**config.mk**
```make
export PLATFORM = sky130hd
export DESIGN_NAME = pll_lock_rst_gen
export DESIGN_NICKNAME = d
export VERILOG_FILES = /design/src/rtl/pll_rst_pkg.sv /design/src/rtl/sync_2ff.sv /design/src/rtl/pll_lock_rst_gen.sv
export SDC_FILE = /design/constraint.sdc
export NUM_CORES = 1
export LEC_CHECK = 0
export CAP_MARGIN = 10
export CORE_ASPECT_RATIO = 1.2
export CORE_MARGIN = 5
export CORE_UTILIZATION = 35
export DETAILED_ROUTE_END_ITERATION = 8
export PLACE_DENSITY = 0.51
export SLEW_MARGIN = 30
export SYNTH_ARGS = -nofsm -noshare
export SYNTH_HDL_FRONTEND = slang
export SYNTH_SLANG_ARGS = --single-unit
```
**constraint.sdc**
```tcl
create_clock -name clk -period 1.4 [get_ports clk]
set_input_delay 0.42 -clock clk [delete_from_list [all_inputs] [get_ports clk]]
set_output_delay 0.42 -clock clk [all_outputs]
set_load 0.05 [all_outputs]
```
**src/rtl/pll_rst_pkg.sv**
```systemverilog
// Shared types and constants for the PLL lock qualifier / reset generator.
package pll_rst_pkg;

  typedef enum logic [1:0] {
    S_WAIT = 2'd0,
    S_HOLD = 2'd1,
    S_RUN  = 2'd2,
    S_MIN  = 2'd3
  } pll_state_e;

  localparam int SYNC_STAGES = 2;

endpackage

```
**src/rtl/sync_2ff.sv**
```systemverilog
// Parameterised-width double-flop synchroniser with synchronous clear.
module sync_2ff
  import pll_rst_pkg::*;
#(
  parameter int W = 1
) (
  input  logic         clk,
  input  logic         clr,
  input  logic [W-1:0] d,
  output logic [W-1:0] q
);

  logic [SYNC_STAGES-1:0][W-1:0] pipe;

  always_ff @(posedge clk) begin
    if (clr) pipe <= '0;
    else     pipe <= {pipe[SYNC_STAGES-2:0], d};
  end

  assign q = pipe[SYNC_STAGES-1];

endmodule

```
**src/rtl/pll_lock_rst_gen.sv**
```systemverilog
// Qualifies the PLL lock flag and drives a registered active-low reset downstream.
// Optional lost-lock event counter enabled by defining PLL_LOST_CNT_EN.
module pll_lock_rst_gen
  import pll_rst_pkg::*;
#(
  parameter int HOLD_CYCLES    = 1024,
  parameter int MIN_RST_CYCLES = 16,
  parameter int CNT_W          = 8
) (
  input  logic             clk,
  input  logic             rst,
  input  logic             pll_locked,
  output logic             rst_n_out,
  output logic             release_pulse
`ifdef PLL_LOST_CNT_EN
  , output logic [CNT_W-1:0] lost_cnt
`endif
);

  localparam int CMAX = (HOLD_CYCLES > MIN_RST_CYCLES) ? HOLD_CYCLES : MIN_RST_CYCLES;
  localparam int CW   = $clog2(CMAX) + 1;

  pll_state_e  state, state_n;
  logic [CW-1:0] cnt, cnt_n;
  logic        lock_s;
  logic        lost_inc;
  logic        rst_n_d1;

  sync_2ff #(.W(1)) u_sync (
    .clk (clk),
    .clr (rst),
    .d   (pll_locked),
    .q   (lock_s)
  );

  // Entry into HOLD/MIN loads 1 so the entry edge counts as the first cycle.
  always_comb begin
    state_n  = state;
    cnt_n    = cnt;
    lost_inc = 1'b0;
    case (state)
      S_WAIT: begin
        cnt_n = '0;
        if (lock_s) begin
          state_n = S_HOLD;
          cnt_n   = CW'(1);
        end
      end
      S_HOLD: begin
        if (!lock_s) begin
          state_n = S_WAIT;
          cnt_n   = '0;
        end else if (cnt == CW'(HOLD_CYCLES)) begin
          state_n = S_RUN;
          cnt_n   = '0;
        end else begin
          cnt_n = cnt + CW'(1);
        end
      end
      S_RUN: begin
        cnt_n = '0;
        if (!lock_s) begin
          state_n  = S_MIN;
          cnt_n    = CW'(1);
          lost_inc = 1'b1;
        end
      end
      S_MIN: begin
        if (cnt == CW'(MIN_RST_CYCLES)) begin
          state_n = S_WAIT;
          cnt_n   = '0;
        end else begin
          cnt_n = cnt + CW'(1);
        end
      end
      default: begin
        state_n = S_WAIT;
        cnt_n   = '0;
      end
    endcase
  end

  always_ff @(posedge clk) begin
    if (rst) begin
      state     <= S_WAIT;
      cnt       <= '0;
      rst_n_out <= 1'b0;
      rst_n_d1  <= 1'b0;
    end else begin
      state     <= state_n;
      cnt       <= cnt_n;
      rst_n_out <= (state_n == S_RUN);
      rst_n_d1  <= rst_n_out;
    end
  end

  assign release_pulse = rst_n_out & ~rst_n_d1;

`ifdef PLL_LOST_CNT_EN
  always_ff @(posedge clk) begin
    if (rst)                           lost_cnt <= '0;
    else if (lost_inc && ~&lost_cnt)   lost_cnt <= lost_cnt + CNT_W'(1);
  end
`else
  logic unused_lost_inc;
  assign unused_lost_inc = lost_inc;
`endif

endmodule

```
==> summary.md <==
The tools report the routed via count as 678. STA classifies the critical path endpoint as a flop. After synthesis, the netlist uses 29 different library cells. The internal power of the cells totals 0.657 mW. In the synthesized netlist the dominant register cell turns out to be sky130_fd_sc_hd__dfxtp_1. Pin count of the biggest net entering global routing: 11. The logs give 598 for the via count of the first global-routing pass and 697 MHz for the peak clock frequency supported by timing. The tools report the number of H-tree levels as 1. The power share of the clock group is 30.6%, and the setup slack of the critical path after layout is -0.0340 ns. Dividing the detail-routed wire length by the instance count gives 12.4 µm. In this run the cell area of the synthesized design comes to 790 µm². At the pin with the least slew margin, the transition time is 0.311 ns. Summing all placed instances gives a cell area of 991 µm². The number of failing hold endpoints at the final stage was 0; the total design power was 0.879 mW. The first global-routing pass estimated 2.73 mm of wire.

The max-capacitance violation count came out at 0. The footprint of the flip-flops and latches came out at 344 µm². In this run the clock root is driven by a sky130_fd_sc_hd__clkbuf_4. The logs give 0.00112 mm² for the final standard cell area without fillers and 17 for the clock sink count.

The switching part of the total came out at 25.3%. The first detailed-routing pass ran for 4 iterations. In this run the tightest slew margin relative to its limit is 79.1%.

For this run, the number of Yosys warnings is 0. The clock arrives with 0.00189 ns of skew. The final-stage net count was 113. Relative to the synthesized area, the layout overhead comes to 41.7%. Measured on the finished design, the core utilization comes to 52.8%. STA puts the critical path data required time at 1.59 ns.

Sorting the synthesized cells by how often they occur yields sky130_fd_sc_hd__dfxtp_1 (17), sky130_fd_sc_hd__nor3_1 (13), sky130_fd_sc_hd__xnor2_1 (9), sky130_fd_sc_hd__nand3_1 (4), sky130_fd_sc_hd__nor2b_1 (4). After the first detailed-routing iteration, the DRC count stood at 13. In this run the static leakage power is 0.384 nW.

The synthesized design contains 0 enable-type register cells. The final layout contains routed wiring with a total length of 1.70 mm. For this configuration, the core starts out at a cell density of 37.3%.

For the global routing usage summed across all routing layers, the log shows 11.4%. After synthesis, the cell types taking the most area are sky130_fd_sc_hd__dfxtp_1 (43%), sky130_fd_sc_hd__xnor2_1 (10%), sky130_fd_sc_hd__nor3_1 (8.2%). The post-synth net total is 91, and the x dimension of the die is 53.4 µm.

TritonCTS created 3 clock buffers. The checks that failed: setup timing. The die covers 0.00331 mm².

The worst setup path is launched from a flop. The critical path is of the reg -> reg type. The core box area came out at 0.00212 mm². The insertion delay to the later sink of the worst-skew pair was 0.29 ns; the arithmetic-cell share of the synthesized area counting full adders, half adders and majority gates was 3.17%.

TritonCTS built the clock tree. Synthesis handed over a netlist of 86 instances. The register clock-pin slew on the reported worst setup and hold paths is 0.10 ns, and the arrival time of the worst setup path is 1.62 ns. Peak fanout along the critical path: 8. In this run, synthesis produced a sequential element count of 17. The class of the most critical hold timing path was reg -> reg. Setup violations remaining at the end of the flow were counted as 6. The share of the Yosys chip area taken by registers is 43.1%. Power spread over the standard cell area amounts to 786 mW/mm². The tools report the weighted congestion reported at the end of routability-driven placement as 0.822. The simple-gate portion of the synthesized area came out at 29.8%. IR analysis of the VDD net gives a maximum drop of 0.621 mV.

The xor/xnor cell area share of the yosys netlist was 11.1%; the hold buffer count at cts was 0. The number of pins with negative max-slew slack in the final report is 0, and the total number of placement rows is 18. The tightest hold path in the finished design has a slack of 0.446 ns.

The share of power burned in registers came out at 57.9%. The post-route fraction of the period consumed by the critical path is 102%, and the global-route congestion overflow total is 0. The compound-gate portion of the synthesized area works out to 7.92%. The mux cell area share after synthesis works out to 1.27%. For this run, design rule violations remaining after detail routing come to 0. Per report_power, the combinational group accounts for 11.5% of the total. The largest total area in the synthesized netlist belongs to sky130_fd_sc_hd__dfxtp_1. Setup repair after global routing could not meet its margin everywhere.

sky130_fd_sc_hd__dfxtp_1 is the most common cell in the netlist. The number of buffers inserted by port buffering works out to 4. Summed over all nets, the switching power comes to 0.223 mW. For the number of nets with antenna violations after detailed routing, the log shows 0.

The initial antenna violation count came out at 0. Combined area of the multi-input logic cells: 510 µm². The number of antenna diodes in the final layout is 0. The detailed-placement wirelength estimate is 1.17 mm, and the height of the die is 62.0 µm.

Fraction of synthesis flops using an asynchronous set or reset pin: 0%. The clock passes through at most 2 buffers. Before CTS, the worst setup slack after placement is -0.0222 ns. Largest family of logic cells by synthesized area: simple AND/OR/NAND/NOR gates. Of the post-synthesis cell area, the dominant cell type holds 43.1%.

The layout has 221 filler cells. Of the cells placed in the final design, the portion with a size suffix greater than 1 is 41.1%. Dividing the synthesized area by the synthesized cell count gives 9.18 µm². The run finished, with violations left. 5 I/O pins were placed. Using the TritonRoute via totals, the vias-per-cell ratio works out to 4.95. Subtracting the final worst setup slack from the clock period gives 1.43 ns.
## per-stage QoR
step / instances / setup TNS, ns
floorplan: 86 / 0
global placement: 131 / -0.0105
detailed placement: 131 / -0.141
global route: 137 / -1.24
finish: 137 / -0.0919
CTS: 137 / -0.0000380
## power by group through the flow
stage                     Combinational (mW)  Sequential (mW)  Clock, mW
after CTS                             0.0911            0.508      0.278
after detailed placement              0.0837            0.519          0
after floorplan                       0.0551            0.515          0
after global placement                0.0824            0.520          0
final                                  0.101            0.509      0.269
after global routing                   0.111            0.513      0.300
## registers in the layout, summed over array words and instances, names as in the netlist
name and cells:
u_sync.q 1, cnt 11, rst_n_d1 1, state 2
u_sync.pipe 1, rst_n_out 1
## routing by layer
layer | GRT usage [%] | vias up | part of all wire (%)
met5 | 0 | - | 0
met4 | 5.47 | 0 | 3.7
met3 | 2.86 | 6 | 2.4
met2 | 17.5 | 7 | 49
met1 | 14.9 | 322 | 45
li1 | - | 343 | -
## critical path, stage by stage (launching register included)
cell                      delay [ns]
sky130_fd_sc_hd__dfxtp_2        0.34
sky130_fd_sc_hd__inv_2          0.06
sky130_fd_sc_hd__ha_4           0.12
sky130_fd_sc_hd__nor4b_4        0.20
sky130_fd_sc_hd__a21oi_1        0.10
sky130_fd_sc_hd__a31oi_1        0.20
sky130_fd_sc_hd__buf_4          0.23
sky130_fd_sc_hd__o31ai_2        0.08
## layout make-up
cell class / count / area share, %
Sequential cell: 17 / 30.8
Inverter: 3 / 1.01
Clock inverter: 1 / 0.447
Timing Repair Buffer: 21 / 16.8
Tap cell: 30 / 3.36
Clock buffer: 3 / 2.01
Multi-Input combinational cell: 62 / 45.6
## kinds of logic after synthesis
kind of cell / after synthesis
AO/OA/AOI/OAI: 10
multiplexers: 1
flip-flops: 17
AND/OR/NAND/NOR: 39
buffers and inverters: 7
XOR/XNOR: 10
adder cells (fa/ha/maj): 2
## path summary, 6_finish.rpt
check / start / endpoint / slack [ns] / depth (start not counted)
worst max-delay path: cnt[1]$_SDFF_PP0_ / cnt[0]$_SDFF_PP0_ / -0.03 / 7
worst min-delay path: u_sync.pipe[0]$_SDFF_PP0_ / u_sync.q$_SDFF_PP0_ / 0.45 / 1
worst max register to register: cnt[1]$_SDFF_PP0_ / cnt[0]$_SDFF_PP0_ / -0.03 / 7
worst min register to register: u_sync.pipe[0]$_SDFF_PP0_ / u_sync.q$_SDFF_PP0_ / 0.45 / 1
## repair_timing
| item | in CTS | in global routing |
|---|---|---|
| cloned | 0 | 0 |
| pin swaps | 2 | 10 |
| setup endpoints to repair | 11 | 14 |
| buffers inserted | 2 | 1 |
| gates resized for setup | 2 | 17 |
## cell usage in the layout, fill, tap and decap left out, types with 3 or more instances in the layout
cell	count
sky130_fd_sc_hd__dfxtp_2	3
sky130_fd_sc_hd__nand3_1	3
sky130_fd_sc_hd__buf_4	17
sky130_fd_sc_hd__nand2_1	3
sky130_fd_sc_hd__nand4_1	3
sky130_fd_sc_hd__nor2b_1	3
sky130_fd_sc_hd__a21oi_1	3
sky130_fd_sc_hd__dfxtp_1	14
sky130_fd_sc_hd__xnor2_1	9
sky130_fd_sc_hd__clkbuf_4	3
sky130_fd_sc_hd__nor3_1	4
sky130_fd_sc_hd__nor3_2	8
Note: power is estimated with default switching activity, not from simulation.
